File: src/rtl/layer_requant_buffer.sv
// layer_requant_buffer: collects eight 16-bit neuron results, requantizes each to
// signed 8-bit and presents them as a parallel 8-lane vector with a valid/ready
// handshake.
// Optional feature macro LRB_ROUND_EN: when defined the requantizer rounds
// half-up, otherwise it floors (truncates toward -inf).
module layer_requant_buffer #(
   parameter int unsigned SHIFT = 7
) (
   input  logic        clk,
   input  logic        reset,
   input  logic [15:0] in_data,
   input  logic        in_valid,
   output logic        in_ready,
   output logic [7:0]  out_x0,
   output logic [7:0]  out_x1,
   output logic [7:0]  out_x2,
   output logic [7:0]  out_x3,
   output logic [7:0]  out_x4,
   output logic [7:0]  out_x5,
   output logic [7:0]  out_x6,
   output logic [7:0]  out_x7,
   output logic        out_valid,
   input  logic        out_ready,
   output logic [3:0]  fill_count,
   output logic        overrun
);

   typedef enum logic {StFill, StFull} state_e;

`ifdef LRB_ROUND_EN
   localparam int RoundInt = (SHIFT > 0) ? (1 << (SHIFT - 1)) : 0;
`else
   localparam int RoundInt = 0;
`endif
   localparam logic signed [17:0] RoundTerm = 18'(RoundInt);

   state_e             r_state;
   state_e             w_state_next;
   logic [3:0]         r_fill_count;
   logic [3:0]         w_fill_count_next;
   logic [7:0]         r_lane [8];
   logic               r_overrun;
   logic               w_accept;
   logic signed [17:0] w_ext;
   logic signed [17:0] w_sum;
   logic signed [17:0] w_shifted;
   logic [7:0]         w_q8;

   // 18-bit signed requantizer: add rounding term, arithmetic shift, saturate.
   always_comb begin
      w_ext     = {{2{in_data[15]}}, in_data};
      w_sum     = w_ext + RoundTerm;
      w_shifted = w_sum >>> SHIFT;
      if (w_shifted > 18'sd127) begin
         w_q8 = 8'h7F;
      end else if (w_shifted < -18'sd128) begin
         w_q8 = 8'h80;
      end else begin
         w_q8 = w_shifted[7:0];
      end
   end

   assign w_accept = (r_state == StFill) && in_valid;

   // Next-state logic: fill eight beats, then hold until the consumer releases.
   always_comb begin
      w_state_next      = r_state;
      w_fill_count_next = r_fill_count;
      unique case (r_state)
         StFill: begin
            if (in_valid) begin
               w_fill_count_next = r_fill_count + 4'd1;
               if (r_fill_count == 4'd7) begin
                  w_state_next = StFull;
               end
            end
         end
         StFull: begin
            if (out_ready) begin
               w_fill_count_next = 4'd0;
               w_state_next      = StFill;
            end
         end
         default: begin
            w_state_next      = StFill;
            w_fill_count_next = 4'd0;
         end
      endcase
   end

   // State and fill counter registers.
   always_ff @(posedge clk) begin
      if (!reset) begin
         r_state      <= StFill;
         r_fill_count <= 4'd0;
      end else begin
         r_state      <= w_state_next;
         r_fill_count <= w_fill_count_next;
      end
   end

   // Lane storage: written only on accepting edges so lanes stay stable while full.
   always_ff @(posedge clk) begin
      if (!reset) begin
         for (int i = 0; i < 8; i++) begin
            r_lane[i] <= 8'd0;
         end
      end else if (w_accept) begin
         r_lane[r_fill_count[2:0]] <= w_q8;
      end
   end

   // Sticky overrun: a beat offered while not ready, including the release cycle.
   always_ff @(posedge clk) begin
      if (!reset) begin
         r_overrun <= 1'b0;
      end else if (in_valid && (r_state == StFull)) begin
         r_overrun <= 1'b1;
      end
   end

   assign in_ready   = (r_state == StFill);
   assign out_valid  = (r_state == StFull);
   assign fill_count = r_fill_count;
   assign overrun    = r_overrun;
   assign out_x0     = r_lane[0];
   assign out_x1     = r_lane[1];
   assign out_x2     = r_lane[2];
   assign out_x3     = r_lane[3];
   assign out_x4     = r_lane[4];
   assign out_x5     = r_lane[5];
   assign out_x6     = r_lane[6];
   assign out_x7     = r_lane[7];

endmodule

File: config.mk
export PLATFORM = sky130hd
export DESIGN_NAME = layer_requant_buffer
export DESIGN_NICKNAME = d
export VERILOG_FILES = /design/src/rtl/layer_requant_buffer.sv
export SDC_FILE = /design/constraint.sdc
export NUM_CORES = 1
export LEC_CHECK = 0
export ABC_AREA = 0
export CAP_MARGIN = 10
export CORE_AREA = 5 5 62 120
export DETAILED_ROUTE_END_ITERATION = 8
export DIE_AREA = 0 0 67 125
export PLACE_DENSITY = 0.85
export SLEW_MARGIN = 20
export SYNTH_ARGS = -nofsm -noshare
export SYNTH_HDL_FRONTEND = slang
export SYNTH_SLANG_ARGS = --single-unit
File: constraint.sdc
create_clock -name clk -period 2 [get_ports clk]
set_input_delay 0.4 -clock clk [delete_from_list [all_inputs] [get_ports clk]]
set_output_delay 0.4 -clock clk [all_outputs]
set_load 0.05 [all_outputs]
==> flow_summary_export.csv <==
group,metric,value,unit
run_status,status,"finished, final reports clean",
clocking,cts.sinks,70,
clocking,h-tree-depth,3,
detailed_routing,drc_errors,0,
global_route,antenna_found_initial,0,
detailed_routing,ant_nets,0,
detailed_routing,viasPerCell,5.00,
finish,drive_above_1_share,14.6,%
clocking,cts_tree,"yes",
global_route,first_global_vias,2031,
finish,final_nets,338,
detailed_routing,num_vias,2049,
sta,min_period,1920,ps
sta,worst_slew_pin_slew,555,ps
global_route,grt_usage,17.2,%
detailed_routing,routed_wl,6.91,mm
sta,max_slew_margin,62.9,%
power,power,3760,µW
yosys,async_flop_share,0,%
clocking,hold_buffers,0,
critical_path,startpoint_type,"flip-flop",
critical_path,reg2regPathDepth,4,
sta,rsz0062_at_grt,"no",
global_route,grt_max_degree,15,
floorplanning,core_area,0.00646,mm²
sta,clock.fmax,0.521,GHz
power,seq_power_share,44.9,%
global_route,grt_pass1_wl,10.6,mm
yosys,ys.flop_type,"edfxtp_1",
yosys,synth_edf_count,64,
critical_path,cp_slowest_cell,"clkdlybuf4s50_1",
yosys,yosys_register_bits,70,
power,intPower,2800,µW
finish,area_growth,50.0,%
sta,fin_hold_ws,534,ps
yosys,syn-num-nets,232,
floorplanning,dieArea,0.00838,mm²
placed_design,io_buffer_count,83,
placed_design,dp_cells,394,
floorplanning,die_width,67,µm
run,max_cap_viol_count,0,
clocking,cts-root-buf,"clkbuf_16",
clocking,cts_buffers,9,
power,ir_drop,1.07,mV
finish,final_cell_mix,"clkdlybuf4s50_1 (78), nor2_1 (74), edfxtp_1 (64), buf_4 (19), nand2_1 (18)",
sta,slew_viol_final,0,
critical_path,worstPathCellList,"clkdlybuf4s50_1",
sta,skew,4.60,ps
yosys,ys_seq_area_share,73.6,%
critical_path,cp_data_arrival_time,1520,ps
floorplanning,start_util,42.9,%
worst_hold_path,holdPathStages,2,
clocking,insertion_delay,320,ps
power,switching_power,956,µW
worst_hold_path,hold_class,"reg2reg",
critical_path,critPathMaxStageDelay,830,ps
power,swShare,25.4,%
global_route,grt_overflow_total,0,
yosys,synthDistinctLibCells,30,
yosys,postSynthCellCount,211,
clocking,clock_path_buffers,2,
clocking,path_clk_slew,50,ps
critical_path,worstSetupPathDepth,1,
floorplanning,num_rows,42,
finish,layout_commonest_cell,"clkdlybuf4s50_1",
critical_path,crit_buf_inv,1,
detailed_routing,detail_route.wl_per_cell,16.8,µm
detailed_routing,dr.pass1.iters,5,
critical_path,crit_type,"reg2out",
power,p_per_area,904,mW/mm²
finish,finalNonFillerCells,410,
detailed_routing,drtIter0Drc,74,
floorplanning,boundaryPins,91,
finish,antennaDiodeCount,0,
yosys,synth_area,0.00277,mm²
critical_path,cp_max_fo,4,
yosys,avgSynthCellArea,13.1,µm²
placed_design,globalplace.congestion,0.784,
power,pwr-share-clk,39.8,%
critical_path,end_kind,"output port",
critical_path,critPathTopFamily,"buffers and inverters",
sta,finalCritPeriodShare,96.0,%
sta,finalHoldViolCount,0,
sta,setup_tns,0,ps
power,p_comb_share,15.3,%
floorplanning,die_h,125,µm
power,leakage,0.00161,µW
sta,setup_viol,0,
critical_path,crit_required,1600,ps
yosys,yosysWarningCount,0,
placed_design,hpwl,4.78,mm
power groups by stage:
stage                     combinational, µW  clock [µW]  sequential, µW
after floorplan                         112           0            1940
after global placement                  565           0            1710
after detailed placement                574           0            1720
after CTS                               576        1490            1690
after global routing                    597        1570            1690
final                                   574        1500            1690
stage by stage:
| stage | worst slack [ps] | util [%] | instance area (µm²) |
|---|---|---|---|
| after floorplan | 232 | - | 2770 |
| after global placement | 75.9 | 60.0 | 3880 |
| after detailed placement | 23.0 | 60.0 | 3880 |
| after CTS | 42.9 | 64.3 | 4160 |
| after global routing | 38.3 | 64.4 | 4160 |
| final | 80.9 | 64.4 | 4160 |
registers in the layout (all words and copies together), names as in the netlist:
register	count
fill_count	4
out_valid	1
r_lane	64
overrun	1
kinds of logic (layout without fill, tap and decap cells):
kind of cell | after synthesis | in the layout | synth area share, %
adder cells (fa/ha/maj) | 1 | 1 | 0.451
AO/OA/AOI/OAI | 17 | 17 | 4.51
AND/OR/NAND/NOR | 112 | 112 | 18.9
buffers and inverters | 11 | 122 | 2.48
flip-flops | 70 | 70 | 73.6
repair_timing:
item,4_1_cts,5_1_grt
resized for setup,0,1
setup buffers,0,0
endpoints found under the setup margin,0,1
cell usage after synthesis (all sizes together) (2+ instances only):
master,number,area [µm²]
nand3,2,35.0
dfxtp,6,120
clkbuf,2,7.51
buf,7,53.8
inv,2,7.51
nor2,74,278
a21boi,2,15.0
o21ai,2,10.0
a21oi,2,10.0
and2b,3,22.5
nand2,24,120
nor2b,2,12.5
o21a,8,60.1
edfxtp,64,1920
worst paths after layout:
| path | slack [ps] | to | startpoint |
|---|---|---|---|
| worst max-delay path | 80 | fill_count[3] | fill_count[3] |
| worst min-delay path | 530 | fill_count[3] | fill_count[3] |
| worst max register to register | 400 | out_valid | fill_count[1] |
| worst min register to register | 530 | fill_count[3] | fill_count[3] |
area by class of cell:
| class | instances | area [µm²] |
|---|---|---|
| Clock buffer | 10 | 229 |
| Clock inverter | 6 | 52.6 |
| Fill cell | 460 | 2300 |
| Inverter | 2 | 7.51 |
| Multi-Input combinational cell | 130 | 663 |
| Sequential cell | 70 | 2040 |
| Tap cell | 88 | 110 |
| Timing Repair Buffer | 104 | 1060 |
routing by layer:
layer / track usage, % / vias to the layer above / routed length [µm]
met5: 0 / - / 0
met3: 7.45 / 12 / 775
met2: 27.4 / 113 / 3440
met1: 20.7 / 975 / 2560
li1: - / 949 / -
met4: 5.38 / 0 / 131
Power figures use the tool's default switching activity.
